==> config.mk <==
export PLATFORM = sky130hd
export DESIGN_NAME = arm_load_store_unit
export DESIGN_NICKNAME = d
export VERILOG_FILES = /design/src/rtl/arm_lsu_pkg.sv /design/src/rtl/arm_lsu_lane_align.sv /design/src/rtl/arm_load_store_unit.sv
export SDC_FILE = /design/constraint.sdc
export NUM_CORES = 1
export LEC_CHECK = 0
export CORE_MARGIN = 5
export CORE_UTILIZATION = 40
export CTS_CLUSTER_DIAMETER = 50
export DETAILED_ROUTE_END_ITERATION = 8
export HOLD_SLACK_MARGIN = 0.15
export PLACE_DENSITY_LB_ADDON = 0.3
export SLEW_MARGIN = 20
export SYNTH_ARGS = -nofsm -noshare
export SYNTH_HDL_FRONTEND = slang
export SYNTH_SLANG_ARGS = --single-unit
export TNS_END_PERCENT = 20
==> constraint.sdc <==
create_clock -name i_CLK -period 2.4 [get_ports i_CLK]
set_input_delay 0.36 -clock i_CLK [delete_from_list [all_inputs] [get_ports i_CLK]]
set_output_delay 0.36 -clock i_CLK [all_outputs]
set_load 0.02 [all_outputs]
==> src/rtl/arm_lsu_pkg.sv <==
// Shared types and constants for the ARM load/store unit.
//   access_size_t : encoding of the request size field
//   lsu_state_t   : control FSM states
//   LANES         : byte lanes in one memory word
package arm_lsu_pkg;

  localparam int LANES = 4;

  typedef enum logic [1:0] {
    SIZE_BYTE    = 2'b00,
    SIZE_HALF    = 2'b01,
    SIZE_WORD    = 2'b10,
    SIZE_ILLEGAL = 2'b11
  } access_size_t;

  typedef enum logic [1:0] {
    IDLE  = 2'b00,
    READ  = 2'b01,
    WRITE = 2'b10,
    RESP  = 2'b11
  } lsu_state_t;

endpackage

==> src/rtl/arm_lsu_lane_align.sv <==
// Combinational byte-lane steering for a little-endian 32-bit word.
//   i_Word        : word read from memory
//   i_Size        : access size (access_size_t encoding)
//   i_Lane        : byte offset within the word (addr[1:0])
//   i_Signed      : sign-extend sub-word loads when set
//   i_Store_Data  : right-aligned store data
//   o_Load_Data   : selected lane, extended to 32 bits
//   o_Merged_Word : i_Word with the store data inserted at the lane
// Halfword accesses use i_Lane[1] only, so addr[0] is ignored here.
module arm_lsu_lane_align
  import arm_lsu_pkg::*;
(
  input  logic [31:0] i_Word,
  input  logic [1:0]  i_Size,
  input  logic [1:0]  i_Lane,
  input  logic        i_Signed,
  input  logic [31:0] i_Store_Data,
  output logic [31:0] o_Load_Data,
  output logic [31:0] o_Merged_Word
);

  access_size_t           size;
  logic [LANES-1:0][7:0]  word_bytes;
  logic [LANES-1:0][7:0]  merged_bytes;
  logic [7:0]             sel_byte;
  logic [15:0]            sel_half;

  // NOTE: every output of a combinational block gets a default first, so no
  // path through the case can leave a value unassigned and infer a latch.
  always_comb begin
    size          = access_size_t'(i_Size);
    word_bytes    = i_Word;
    merged_bytes  = i_Word;
    sel_byte      = word_bytes[i_Lane];
    sel_half      = i_Lane[1] ? i_Word[31:16] : i_Word[15:0];
    o_Load_Data   = i_Word;
    o_Merged_Word = i_Store_Data;
    case (size)
      SIZE_BYTE: begin
        o_Load_Data          = {{24{i_Signed & sel_byte[7]}}, sel_byte};
        merged_bytes[i_Lane] = i_Store_Data[7:0];
        o_Merged_Word        = merged_bytes;
      end
      SIZE_HALF: begin
        o_Load_Data                     = {{16{i_Signed & sel_half[15]}}, sel_half};
        merged_bytes[{i_Lane[1], 1'b0}] = i_Store_Data[7:0];
        merged_bytes[{i_Lane[1], 1'b1}] = i_Store_Data[15:8];
        o_Merged_Word                   = merged_bytes;
      end
      default: ;  // word (and illegal, which never reaches memory) pass through
    endcase
  end

endmodule

==> src/rtl/arm_load_store_unit.sv <==
// Load/store unit driving a word-wide data memory (combinational read,
// single-cycle synchronous write). Accepts byte/half/word requests over a
// valid/ready handshake and returns one response per request.
//   i_CLK, i_RESET_N        : clock, async active-low reset
//   i_Req_*, o_Req_Ready    : request channel from execute
//   o_Resp_*, i_Resp_Ready  : response channel (extended load data, fault)
//   o_Mem_*, i_Mem_Read_Data: memory port, word-aligned address
// Configuration macro ARM_LSU_ALIGN_FAULT_EN: when defined, misaligned and
// illegal-size requests fault without touching memory; when undefined there
// are no faults, low address bits are ignored and size 11 acts as word.
module arm_load_store_unit
  import arm_lsu_pkg::*;
#(
  parameter int BusWidth = 32
) (
  input  logic                i_CLK,
  input  logic                i_RESET_N,
  input  logic                i_Req_Valid,
  output logic                o_Req_Ready,
  input  logic                i_Req_Write,
  input  logic [1:0]          i_Req_Size,
  input  logic                i_Req_Signed,
  input  logic [BusWidth-1:0] i_Req_Address,
  input  logic [BusWidth-1:0] i_Req_Write_Data,
  output logic                o_Resp_Valid,
  input  logic                i_Resp_Ready,
  output logic [BusWidth-1:0] o_Resp_Read_Data,
  output logic                o_Resp_Fault,
  output logic [BusWidth-1:0] o_Mem_Address,
  output logic                o_Mem_Write_Enable,
  output logic [BusWidth-1:0] o_Mem_Write_Data,
  input  logic [BusWidth-1:0] i_Mem_Read_Data
);

  lsu_state_t          state;
  logic                write_q;
  logic                signed_q;
  access_size_t        size_q;
  logic [BusWidth-1:0] addr_q;
  logic [BusWidth-1:0] wdata_q;
  logic [BusWidth-1:0] rdata_q;
  logic                fault_q;

  access_size_t        req_size;
  logic                req_fault;
  logic [BusWidth-1:0] load_data;
  logic [BusWidth-1:0] merged_word;

  // Size normalisation and fault decode for the request being offered.
  always_comb begin
    req_size  = access_size_t'(i_Req_Size);
    req_fault = 1'b0;
`ifdef ARM_LSU_ALIGN_FAULT_EN
    case (req_size)
      SIZE_HALF:    req_fault = i_Req_Address[0];
      SIZE_WORD:    req_fault = |i_Req_Address[1:0];
      SIZE_ILLEGAL: req_fault = 1'b1;
      default:      req_fault = 1'b0;
    endcase
`else
    // Without checking, fault_q stays 0 and o_Resp_Fault is constant 0.
    if (req_size == SIZE_ILLEGAL) req_size = SIZE_WORD;
`endif
  end

  arm_lsu_lane_align u_lane_align (
    .i_Word        (i_Mem_Read_Data),
    .i_Size        (size_q),
    .i_Lane        (addr_q[1:0]),
    .i_Signed      (signed_q),
    .i_Store_Data  (wdata_q),
    .o_Load_Data   (load_data),
    .o_Merged_Word (merged_word)
  );

  // NOTE: state uses non-blocking assignments so every register samples the
  // pre-edge values; blocking here would create order-dependent races.
  always_ff @(posedge i_CLK or negedge i_RESET_N) begin
    if (!i_RESET_N) begin
      state    <= IDLE;
      write_q  <= 1'b0;
      signed_q <= 1'b0;
      size_q   <= SIZE_BYTE;
      addr_q   <= '0;
      wdata_q  <= '0;
      rdata_q  <= '0;
      fault_q  <= 1'b0;
    end else begin
      case (state)
        IDLE: begin
          if (i_Req_Valid) begin
            write_q  <= i_Req_Write;
            signed_q <= i_Req_Signed;
            size_q   <= req_size;
            addr_q   <= i_Req_Address;
            wdata_q  <= i_Req_Write_Data;
            rdata_q  <= '0;
            fault_q  <= req_fault;
            if (req_fault)                                  state <= RESP;
            else if (i_Req_Write && req_size == SIZE_WORD)  state <= WRITE;
            else                                            state <= READ;
          end
        end
        READ: begin
          if (write_q) begin
            wdata_q <= merged_word;  // read-modify-write of a sub-word store
            state   <= WRITE;
          end else begin
            rdata_q <= load_data;
            state   <= RESP;
          end
        end
        WRITE: state <= RESP;
        RESP:  if (i_Resp_Ready) state <= IDLE;
        default: state <= IDLE;
      endcase
    end
  end

  // Handshake and strobe are pure state decodes, so reset drops them at once.
  assign o_Req_Ready        = (state == IDLE);
  assign o_Resp_Valid       = (state == RESP);
  assign o_Mem_Write_Enable = (state == WRITE);
  assign o_Mem_Address      = {addr_q[BusWidth-1:2], 2'b00};
  assign o_Mem_Write_Data   = wdata_q;
  assign o_Resp_Read_Data   = rdata_q;
  assign o_Resp_Fault       = fault_q;

endmodule

After elaboration in Yosys (flattened, before gate mapping)
Index checks and enable logic that the tools add are counted.
- register bits after elaboration: 102
- input port bits: 104
- output and inout port bits: 100
- word-level logic and storage cells: 63
- magnitude comparators: 6
- equal/unequal tests: 11
- muxes and demuxes: 26
- bitwise gates (word level): 2
- reductions and logical operators: 11
- operators with widths (cell ; number):
    one-hot mux 32 bit (2 select lines) ; 4
    2-to-1 mux 32 bit ; 4
    bitwise mux 32 bit ; 3
    2-to-1 mux 8 bit ; 4
    binary-select mux 8 bit (select 2 bit) ; 1
    demux 8 bit (select 1 bit) ; 2
    demux 8 bit (select 2 bit) ; 1
    2-to-1 mux 16 bit ; 1
    < comparator 2 x 3 -> 1 bit, second input constant ; 3
    == test 2 bit, second input constant ; 4
    2-to-1 mux 2 bit ; 4
    one-hot mux 2 bit (4 select lines) ; 1
    greater-or-equal comparator 2 x 1 -> 1 bit, second input constant ; 3
    inequality test 2 bit, second input constant ; 3
    == test 2 x 1 -> 1 bit, second input constant ; 2
    logical AND 1 bit ; 4
    logical NOT 2 bit ; 2
    AND reduction 2 bit ; 2
    AND reduction 4 bit ; 1
    inequality test 3 x 1 -> 1 bit, second input constant ; 1
    AND reduction 3 bit ; 1
    bitwise AND 1 bit ; 2
    inequality test 2 x 1 -> 1 bit, second input constant ; 1
    nonzero test 2 bit ; 1
    2-to-1 mux 1 bit ; 1

Longest topological paths before layout
Gate-level depths: netlist (run 1).
- depth after elaboration: 9
- mapped depth: 9
- mapped depth without buffers: 6

Cells and area by module
A second synthesis (run 1) with hierarchy kept.
- cells, all modules: 520
- area, all modules: 6157.2 sq um
- modules (own cells, without submodules) (module ; instances ; cells an instance ; area an instance (sq um) ; sequential area each (sq um)):
    arm_load_store_unit ; 1 ; 308 ; 4500.6 ; 2552.4
    arm_lsu_lane_align ; 1 ; 212 ; 1656.6 ; 0.0

Least setup slack after synthesis (run 1)
OpenSTA, ideal clock, no wires.
- path type: register to register
- start: register state[0]
- end: register rdata_q[21], in the netlist o_Resp_Read_Data[21]
- setup time: 126 ps
- data arrival time: 1805 ps
- required time: 2274 ps
- path slack: 469 ps
- stages on the path, launching flop included: 9
- path buffers: 2
- clock period less this slack: 1931 ps
- cells stage by stage: dfrtp_1 > inv_1 > ha_1 > and2b_1 > nor3_2 > and4_1 > buf_6 > buf_6 > a221o_1
- longest elaborated chain between the ends: 3
- elaborated cells between the ends (all ways): 7
- those cells by class: eq/ne (3); mux (1); reduce/logical (3)
- RTL lines (what ; RTL line ; source):
    start: declaration ; arm_load_store_unit.sv:35 ; lsu_state_t state;
    start signal: assignment ; arm_load_store_unit.sv:80 ; state <= IDLE;
    start signal: assignment ; arm_load_store_unit.sv:99 ; if (req_fault) state <= RESP;
    start signal: assignment ; arm_load_store_unit.sv:100 ; else if (i_Req_Write && req_size == SIZE_WORD) state <= WRITE;
    logical NOT 2 bit (*) ; n/a ;
    net o_Req_Ready ; arm_load_store_unit.sv:19 ; output logic o_Req_Ready,
    inequality test 2 bit (no source line) / nonzero test 2 bit (equally long branches) ; n/a ;
    AND reduction 3 bit (no source line) ; n/a ;
    end signal: assignment ; arm_load_store_unit.sv:109 ; rdata_q <= load_data;
    end: declaration ; arm_load_store_unit.sv:41 ; logic [BusWidth-1:0] rdata_q;
Mark *: on every way through the listed nets, which the timed path passes. The rest lies on a longest branch.
A chain may end at the register's enable or synchronous reset.

Worst setup path after layout (run 1)
- start: register addr_q[1]
- end: register wdata_q[29], in the netlist o_Mem_Write_Data[29]
- longest elaborated chain between the ends: 8
- elaborated cells between the ends (all ways): 15
- those cells by class: order compare (4); mux (9); reduce/logical (2)
- RTL lines (what ; RTL line ; source):
    start: declaration ; arm_load_store_unit.sv:39 ; logic [BusWidth-1:0] addr_q;
    start signal: assignment ; arm_load_store_unit.sv:95 ; addr_q <= i_Req_Address;
    < comparator 2 x 3 -> 1 bit (implied by the code), or another cell as far along ; arm_lsu_lane_align.sv:41 ; merged_bytes[i_Lane] = i_Store_Data[7:0];
    logical AND 1 bit, on equally long branches ; arm_lsu_lane_align.sv:41, arm_lsu_lane_align.sv:47 ;
    2-to-1 mux 8 bit, on equally long branches ; arm_lsu_lane_align.sv:41, arm_lsu_lane_align.sv:47 ;
    demux 8 bit (select 2 bit) / demux 8 bit (select 1 bit) (equally long branches) ; n/a ;
    bitwise mux 32 bit, on equally long branches ; arm_lsu_lane_align.sv:41, arm_lsu_lane_align.sv:47 ;
    one-hot mux 32 bit (2 select lines) (*) ; arm_lsu_lane_align.sv:38 ; case (size)
    2-to-1 mux 32 bit (*) ; arm_load_store_unit.sv:105 ; if (write_q) begin
    one-hot mux 32 bit (2 select lines) (*) ; arm_load_store_unit.sv:89 ; case (state)
    end signal: assignment ; arm_load_store_unit.sv:96 ; wdata_q <= i_Req_Write_Data;
    end signal: assignment ; arm_load_store_unit.sv:106 ; wdata_q <= merged_word;
    end: declaration ; arm_load_store_unit.sv:40 ; logic [BusWidth-1:0] wdata_q;
Mark *: on every way between the ends. The rest lies on a longest branch, timed or not. The select of a mux whose other input is x is not followed.

==> run_results.csv, run 1 <==
group,metric,value,unit
cts,cts.reportedPaths.clkPinSlew,0.07,ns
critical_path,r2r_end,"o_Mem_Write_Data[29]$_DFFE_PN0P_",
detailed_routing,wl_met2,9540,um
placement,gp_congestion,0.943,
grt,grt_max_degree,43,
detailed_routing,dr_total_vias,5331,
power,p_sw,5.10,mW
synthesis,synthArstFlopShare,100,%
detailed_routing,routed.top_layer,"met4",
timing,timing_hold_violations_final,0,
finish,regArea,0.00255,sq mm
worst_hold_path,holdPathEnd,"o_Resp_Read_Data[8]$_DFFE_PN0P_",
synthesis,synthSimpleGateAreaFrac,11.3,%
critical_path,worst-r2r-cell-count,5,
critical_path,path_cells,"inv_2, nor3_2, buf_4, a22oi_1, a31oi_1",
synthesis,syn-cell-area,0.00577,sq mm
critical_path,cp-start-kind,"flip-flop",
synthesis,synth_area_leaders,"dfrtp_1 (44%), mux2_2 (8.2%), buf_4 (4.4%)",
synthesis,synth_ff_type,"dfrtp_1",
detailed_routing,drt_iter0_drc,428,
finish,multiInputGateArea,0.00267,sq mm
detailed_routing,first_pass_iters,5,
worst_hold_path,hp-start,"o_Resp_Read_Data[8]$_DFFE_PN0P_",
placement,hpwlAfterDp,14900,um
power,seq_power_share,28.9,%
synthesis,synth_area_per_cell,10.0,sq um
placement,pre_cts_slack,0.232,ns
finish,layout-drive-gt1-share,13.6,%
power,power.share.combinational,59.2,%
power,power.density,1440,mW/mm^2
synthesis,ys_ff_latch,102,
grt,grt_pass1_vias,5314,
grt,grt_overflow_total,0,
cts,cts_max_level,3,
timing,finalCritPeriodShare,90.7,%
cts,clock_path_buffers,2,
timing,tns,0,ns
synthesis,synth_compound_area_share,22.9,%
synthesis,muxShareOfSynthArea,11.0,%
detailed_routing,wl_per_cell,21.4,um
finish,antennaDiodeCount,0,
finish,synthToLayoutAreaGrowth,39.4,%
timing,rsz0062_at_grt,"false",
worst_hold_path,hold_path_class,"reg -> reg",
grt,grt_pass1_wl,30300,um
synthesis,yosys.area_share.adder,0.867,%
cts,numClockSinks,102,
critical_path,slowest_delay,0.68,ns
detailed_routing,wirelength,19800,um
floorplan,die_h,130,um
grt,grt_usage,23.1,%
power,leakagePower,3.27,nW
detailed_routing,drc_errors,0,
run_status,status,"completed",
detailed_routing,ant_nets,0,
synthesis,ys.warnings.count,0,
critical_path,crit_fanout,23,
cts,cts_buffers,9,
detailed_routing,vias_per_cell,5.76,
synthesis,synth_edf_count,0,
floorplan,die_x,130,um
cts,cts_tree,"built",
floorplan,dieArea,0.0169,sq mm
timing,fmax,459,MHz
cts,root_buffer,"clkbuf_16",
cts,insertion_delay,0.35,ns
cts,ctsResizeCount,0,
timing,slew_headroom,49.2,%
critical_path,crit_required,2.67,ns
job,drv_cap,0,
timing,hold_slack,0.493,ns
synthesis,synth_xor_area_share,0,%
worst_hold_path,hold_depth,2,
floorplan,core,0.0144,sq mm
timing,drv_slew,0,
timing,skew,0.00679,ns
timing,worst_slack,0.222,ns
synthesis,yosysTopAreaCell,"dfrtp_1",
critical_path,timing.rr.start,"addr_q[1]$_DFFE_PN0P_",
power,vdd_drop_max,740,uV
floorplan,pin_count,204,
placement,port_buffers,200,
detailed_routing,dr_wl_met3,1440,um
finish,nNetsFinal,845,
power,clock_power_share,11.8,%
critical_path,crit_type,"reg -> reg",
timing,min_period,2.18,ns
synthesis,synth_top_area_share,44.2,%
synthesis,synth_cells,576,
critical_path,ff2ff_setup_slack,0.22,ns
critical_path,worstSetupEndpointType,"flip-flop",
timing,setup_viol,0,
synthesis,synth_top_family_by_area,"compound AO/OA/AOI/OAI gates",
synthesis,ys_types,52,
synthesis,seq_area_frac_synth,44.2,%
grt,antenna_found_initial,0,
power,swShare,44.0,%
timing,tightest_slew,0.760,ns
floorplan,fp-row-count,44,
critical_path,crit_arrival,2.45,ns
finish,nFillCells,1254,
power,power,11.6,mW
floorplan,initial_utilization,40.2,%
critical_path,cpMaxStageDelayCell,"dfrtp_2",
detailed_routing,wl_met1,8400,um
power,intPower,6.50,mW
==> repair_timing <==
action / CTS / global route
hold buffers: 1 / 0
setup buffers: 0 / 0
endpoints found under the hold margin: 35 / 0
==> kinds of logic (layout without fill, tap and decap cells) <==
kind of cell,Yosys count,after routing
AOI/OAI and AO/OA,187,187
adders and majority gates,4,4
buffers and inverters,102,265
DFF,102,102
muxes,58,58
other,1,3
and+or+nand+nor,122,122
==> power groups by stage <==
stage	logic, mW	registers [mW]	clock network [mW]
5_1_grt	7.36	3.45	1.48
3_5_place_dp	6.86	3.37	0
6_report	6.87	3.35	1.37
4_1_cts	6.88	3.35	1.41
2_1_floorplan	3.99	3.68	0
3_3_place_gp	6.68	3.35	0
==> synthesized netlist by cell type, types with 5 or more instances <==
library cell	instances
nand2b_1	5
or3_1	12
a221o_1	16
mux2i_1	16
a21boi_0	7
o21ai_0	34
inv_1	18
nand2_1	32
buf_4	34
nand3b_1	9
a31oi_1	30
a22oi_1	12
nor2_1	27
a31o_2	7
a21oi_1	22
mux2_2	42
dfrtp_1	102
clkbuf_1	28
a211oi_1	6
buf_2	14
nor2b_1	23
a221oi_1	16
o31ai_1	11
==> cell usage in the layout, fill, tap and decap left out, drive strengths merged, types with 13 or more instances in the layout <==
cell type / n
a221oi: 16
nor2b: 23
clkdlybuf4s50: 199
o21ai: 36
buf: 30
mux2i: 16
a21oi: 23
nor2: 27
or3: 13
nand2: 32
a221o: 16
a31oi: 30
inv: 20
dfrtp: 102
clkbuf: 14
mux2: 42
==> layout make-up <==
| type | instances | area share, % |
|---|---|---|
| clock buffer | 14 | 3.28 |
| clock inverter | 1 | 0.0622 |
| inverter | 20 | 0.933 |
| multi-input combinational | 374 | 33.2 |
| sequential | 102 | 31.7 |
| tap | 184 | 2.86 |
| timing repair buffer | 230 | 28.0 |
==> registers in the layout, summed over array words and instances (netlist names) <==
| signal | cells |
|---|---|
| addr_q | 32 |
| signed_q | 1 |
| o_Resp_Read_Data | 32 |
| state | 2 |
| o_Mem_Write_Data | 32 |
| size_q | 2 |
| write_q | 1 |
==> metrics by stage <==
| stage | util (%) | instance area, sq um | cells |
|---|---|---|---|
| floorplan | - | 5780 | 578 |
| global placement | 54.1 | 7770 | 909 |
| detailed placement | 54.1 | 7770 | 909 |
| CTS | 56.0 | 8050 | 925 |
| global route | 56.0 | 8050 | 925 |
| finish | 56.0 | 8050 | 925 |
==> layer usage <==
metal / global-route usage, % / vias up
met5: 0 / -
met4: 8.19 / 0
met3: 3.15 / 29
met2: 37.2 / 243
met1: 32.1 / 2654
li1: - / 2405
==> critical path: cells and delay by family (launching register included) <==
| family | cells | cell delay, ns |
|---|---|---|
| and+or+nand+nor | 1 | 0.62 |
| AOI/OAI and AO/OA | 2 | 0.25 |
| buffers and inverters | 2 | 0.54 |
| DFF | 1 | 0.68 |
==> worst max-delay path by stage <==
stage | startpoint | end | slack [ns] | cells past startpoint
after global placement | addr_q[1]$_DFFE_PN0P_ | o_Mem_Write_Data[29]$_DFFE_PN0P_ | 0.29 | 5
after floorplan | state[0]$_DFFE_PN0P_ | o_Resp_Read_Data[21]$_DFFE_PN0P_ | 0.47 | 8
after detailed placement | i_Mem_Read_Data[15] | o_Resp_Read_Data[13]$_DFFE_PN0P_ | 0.23 | 5
final | addr_q[1]$_DFFE_PN0P_ | o_Mem_Write_Data[29]$_DFFE_PN0P_ | 0.22 | 5
after CTS | state[0]$_DFFE_PN0P_ | o_Req_Ready | 0.22 | 3
after global routing | addr_q[1]$_DFFE_PN0P_ | o_Mem_Write_Data[29]$_DFFE_PN0P_ | 0.08 | 5
No activity file was read; power rests on OpenSTA's default activity.
==> inputs of run 2 (changes only) <==
- SKIP_CTS_REPAIR_TIMING: default -> 1
- clock period: 2.4 -> 2.18 ns (I/O delays scaled with it)
==> run_results.csv, run 2 (synthesized netlist as in run 1, its figures left out) <==
group,metric,value,unit
timing,tns,0,ns
grt,grt_usage,22.9,%
finish,mostFrequentLayoutCells,"clkdlybuf4s50_1 (198), dfrtp_1 (101), mux2_2 (42)",
timing,setup_viol,0,
detailed_routing,wl_met2,8930,um
detailed_routing,wl_met1,8740,um
floorplan,core,0.0144,sq mm
detailed_routing,wirelength,19500,um
detailed_routing,dr_total_vias,5217,
finish,layout-drive-gt1-share,14.2,%
placement,placed_cells,914,
detailed_routing,dr_wl_met3,1410,um
power,clock_power_share,11.7,%
placement,port_buffers,200,
timing,timing_hold_violations_final,0,
power,intPower,7.28,mW
critical_path,crit_required,2.46,ns
finish,nFillCells,1266,
timing,slew_headroom,55.6,%
floorplan,initial_utilization,40.2,%
cts,cts_max_level,3,
detailed_routing,vias_per_cell,5.61,
finish,final_common_cell,"clkdlybuf4s50_1",
floorplan,die_x,130,um
cts,cts_buffers,9,
critical_path,cp-start-kind,"flip-flop",
timing,skew,0.00579,ns
floorplan,fp-row-count,44,
detailed_routing,ant_nets,0,
job,drv_cap,0,
detailed_routing,drc_errors,0,
finish,antennaDiodeCount,0,
finish,multiInputGateArea,0.00267,sq mm
finish,synthToLayoutAreaGrowth,40.8,%
floorplan,pin_count,204,
cts,cts_tree,"built",
timing,drv_slew,0,
critical_path,worstSetupEndpointType,"flip-flop",
floorplan,dieArea,0.0169,sq mm
power,p_sw,5.60,mW
placement,gp_congestion,0.894,
timing,tightest_slew,0.666,ns
cts,root_buffer,"clkbuf_16",
timing,hold_slack,0.480,ns
critical_path,crit_fanout,16,
grt,grt_overflow_total,0,
cts,insertion_delay,0.35,ns
power,seq_power_share,28.3,%
grt,grt_pass1_wl,30000,um
finish,regArea,0.00255,sq mm
power,leakagePower,3.33,nW
detailed_routing,wl_per_cell,20.9,um
timing,finalCritPeriodShare,93.3,%
finish,final_cells,930,
grt,grt_pass1_vias,5246,
power,power.density,1580,mW/mm^2
timing,min_period,2.03,ns
grt,antenna_found_initial,0,
timing,rsz0062_at_grt,"false",
critical_path,crit_type,"reg -> reg",
detailed_routing,first_pass_iters,5,
placement,pre_cts_slack,0.0637,ns
finish,nNetsFinal,850,
placement,hpwlAfterDp,14300,um
power,swShare,43.5,%
floorplan,die_h,130,um
timing,fmax,492,MHz
detailed_routing,routed.top_layer,"met4",
cts,cts.reportedPaths.clkPinSlew,0.06,ns
run_status,status,"completed",
critical_path,crit_arrival,2.31,ns
cts,numClockSinks,102,
timing,worst_slack,0.146,ns
cts,clock_path_buffers,2,
detailed_routing,drt_iter0_drc,453,
power,vdd_drop_max,839,uV
grt,grt_max_degree,103,
worst_hold_path,hold_path_class,"reg -> reg",
power,power.share.combinational,60.0,%
## run 2: cell types whose count changed in the layout (fill, tap and decap cells not counted)
| cell | delta |
|---|---|
| buf_4 | +2 |
| clkdlybuf4s50_1 | -1 |
| dlymetal6s2s_1 | +1 |
| buf_12 | +3 |
## run 2: per-layer routing
layer / GRT usage (%) / vias to the layer above
li1: - / 2415
met1: 33.6 / 2562
met2: 34.2 / 217
met3: 4.34 / 23
met4: 7.52 / 0
met5: 0 / -
## run 2: cell type report
| cell class | count | area share, % |
|---|---|---|
| inverters | 20 | 0.924 |
| multi-input cells | 374 | 32.9 |
| flip-flops and latches | 102 | 31.4 |
| well taps | 184 | 2.83 |
| clock inverters | 1 | 0.0616 |
| clock buffers | 14 | 3.25 |
| repair buffers | 235 | 28.7 |
## run 2: path summary, 6_finish.rpt
| kind | from | end | slack, ns | cells past startpoint |
|---|---|---|---|---|
| setup / recovery | state[0]$_DFFE_PN0P_ | o_Resp_Read_Data[25]$_DFFE_PN0P_ | 0.15 | 6 |
| hold / removal | o_Resp_Read_Data[9]$_DFFE_PN0P_ | o_Resp_Read_Data[9]$_DFFE_PN0P_ | 0.48 | 2 |
| setup reg to reg | state[0]$_DFFE_PN0P_ | o_Resp_Read_Data[25]$_DFFE_PN0P_ | 0.15 | 6 |
| hold reg to reg | o_Resp_Read_Data[9]$_DFFE_PN0P_ | o_Resp_Read_Data[9]$_DFFE_PN0P_ | 0.48 | 2 |
| max in group asynchronous | i_RESET_N | addr_q[1]$_DFFE_PN0P_ | 1.12 | 3 |
| min in group asynchronous | i_RESET_N | o_Mem_Write_Data[20]$_DFFE_PN0P_ | 0.59 | 3 |
## run 2: power by group through the flow
stage / Sequential [mW] / Clock [mW] / Combinational [mW]
4_1_cts: 3.64 / 1.53 / 7.75
5_1_grt: 3.77 / 1.62 / 8.32
2_1_floorplan: 4.05 / 0 / 4.39
6_report: 3.64 / 1.51 / 7.73
3_5_place_dp: 3.65 / 0 / 7.72
3_3_place_gp: 3.63 / 0 / 7.57
## run 2: per-stage QoR
stage / total power, mW / area [sq um] / util, %
floorplan: 8.44 / 5780 / -
global placement: 11.2 / 7850 / 54.6
detailed placement: 11.4 / 7850 / 54.6
CTS: 12.9 / 8120 / 56.5
global route: 13.7 / 8130 / 56.6
finish: 12.9 / 8130 / 56.6
## run 2: worst max-delay path, cell delays in order (launching register included)
cell and delay (ns):
dfrtp_1 0.39, inv_1 0.09, ha_1 0.28, and2b_1 0.24, nor3_2 0.14, and4_1 0.61, a221o_1 0.21
==> inputs of run 3 (changes only) <==
- CORE_ASPECT_RATIO: default -> 2
==> run_results.csv, run 3 (synthesized netlist as in run 1, its figures left out) <==
group,metric,value,unit
floorplan,initial_utilization,40.4,%
detailed_routing,wirelength,20600,um
power,power,13.2,mW
cts,cts_tree,"built",
floorplan,die_h,180,um
critical_path,crit_fanout,34,
floorplan,dieArea,0.0171,sq mm
placement,hpwlAfterDp,16000,um
cts,numClockSinks,102,
grt,grt_overflow_total,0,
placement,gp_congestion,0.895,
critical_path,ff2ff_setup_slack,0.15,ns
cts,insertion_delay,0.35,ns
timing,tns,0,ns
critical_path,critPathLaunch,"state[1]$_DFFE_PN0P_",
timing,setup_viol,0,
timing,finalCritPeriodShare,93.0,%
critical_path,crit_arrival,2.29,ns
finish,final_common_cell,"clkdlybuf4s50_1",
timing,timing_hold_violations_final,0,
timing,fmax,493,MHz
detailed_routing,ant_nets,0,
placement,port_buffers,200,
timing,drv_slew,0,
finish,final_cells,942,
detailed_routing,dr_total_vias,5276,
detailed_routing,drc_errors,0,
timing,rsz0062_at_grt,"false",
grt,grt_max_degree,56,
timing,slew_headroom,44.1,%
timing,min_period,2.03,ns
grt,antenna_found_initial,0,
critical_path,timing.rr.start,"state[1]$_DFFE_PN0P_",
grt,grt_pass1_wl,31700,um
cts,cts_max_level,3,
detailed_routing,vias_per_cell,5.60,
grt,grt_pass1_vias,5591,
detailed_routing,wl_per_cell,21.9,um
timing,skew,0.0115,ns
cts,cts_buffers,9,
detailed_routing,drt_iter0_drc,359,
floorplan,pin_count,204,
critical_path,worst-path-buf-inv,4,
critical_path,crit_type,"reg -> reg",
finish,layout-drive-gt1-share,15.3,%
floorplan,fp-row-count,62,
critical_path,worst-r2r-cell-count,8,
detailed_routing,first_pass_iters,5,
critical_path,crit_family,"buffers and inverters",
timing,tightest_slew,0.833,ns
critical_path,cp-start-kind,"flip-flop",
run_status,status,"completed",
cts,root_buffer,"clkbuf_16",
finish,nNetsFinal,853,
finish,synthToLayoutAreaGrowth,42.3,%
power,leakagePower,3.36,nW
critical_path,path_cells,"inv_1, ha_1, inv_2, buf_6, o21a_1, nor2b_1, buf_4, mux2i_1",
finish,antennaDiodeCount,0,
critical_path,crit_end,"o_Mem_Write_Data[5]$_DFFE_PN0P_",
cts,clock_path_buffers,2,
critical_path,cpMaxStageDelayCell,"dfrtp_1",
critical_path,r2r_end,"o_Mem_Write_Data[5]$_DFFE_PN0P_",
critical_path,slowest_delay,0.40,ns
floorplan,core,0.0143,sq mm
timing,worst_slack,0.153,ns
placement,pre_cts_slack,-0.185,ns
power,power.density,1600,mW/mm^2
worst_hold_path,hold_path_class,"in -> async",
critical_path,cp.depth,8,
critical_path,crit_required,2.44,ns
placement,placed_cells,925,
grt,grt_usage,24.3,%
floorplan,die_x,95.0,um
finish,mostFrequentLayoutCells,"clkdlybuf4s50_1 (198), dfrtp_1 (101), mux2_2 (42)",
critical_path,worstSetupEndpointType,"flip-flop",
power,vdd_drop_max,1260,uV
cts,cts.reportedPaths.clkPinSlew,0.08,ns
job,drv_cap,0,
run 3: cell count changes in the layout (fill, tap and decap cells not counted), moves of 2 or more:
cell / delta
clkbuf_1: -3
clkinv_4: +2
inv_6: +2
buf_4: +3
run 3: report_power, final:
group | total [mW] | switching (mW) | internal, mW | leakage (nW)
registers | 3.67 | 0.823 | 2.84 | 1.25
clock network | 1.71 | 0.744 | 0.967 | 0.157
logic | 7.79 | 4.19 | 3.61 | 1.95
run 3: layout make-up:
class / instances / area, sq um
clock buffers: 11 / 253
clock inverters: 5 / 65.1
flip-flops and latches: 102 / 2550
multi-input cells: 374 / 2680
repair buffers: 238 / 2340
inverters: 20 / 75.1
well taps: 192 / 240
fillers: 1278 / 6060
run 3: stage by stage:
stage	utilization (%)	instance area (sq um)	hold slack, ns
floorplan	-	5780	0.0314
global placement	55.1	7870	0.236
detailed placement	55.1	7870	0.238
CTS	57.4	8190	-0.135
global route	57.5	8210	0.422
finish	57.5	8210	0.411
run 3: worst reg2reg max path, cell delays in order, from the launching register on:
cell and delay, ns:
dfrtp_1 0.40, inv_1 0.09, ha_1 0.23, inv_2 0.10, buf_6 0.28, o21a_1 0.28, nor2b_1 0.16, buf_4 0.21
mux2i_1 0.21
run 3: worst min-delay path by stage:
stage | to | cells past startpoint
finish | addr_q[12]$_DFFE_PN0P_ | 2
global route | addr_q[12]$_DFFE_PN0P_ | 2
CTS | o_Mem_Write_Data[21]$_DFFE_PN0P_ | 1
global placement | addr_q[9]$_DFFE_PN0P_ | 1
detailed placement | addr_q[11]$_DFFE_PN0P_ | 1
floorplan | addr_q[0]$_DFFE_PN0P_ | 0
run 3: per-layer routing:
| metal | GRT usage (%) | up-vias | share of wire (%) |
|---|---|---|---|
| li1 | - | 2424 | - |
| met1 | 26.0 | 2598 | 35 |
| met2 | 44.5 | 220 | 55 |
| met3 | 4.35 | 34 | 5.5 |
| met4 | 11.0 | 0 | 4.3 |
| met5 | 0 | - | 0 |
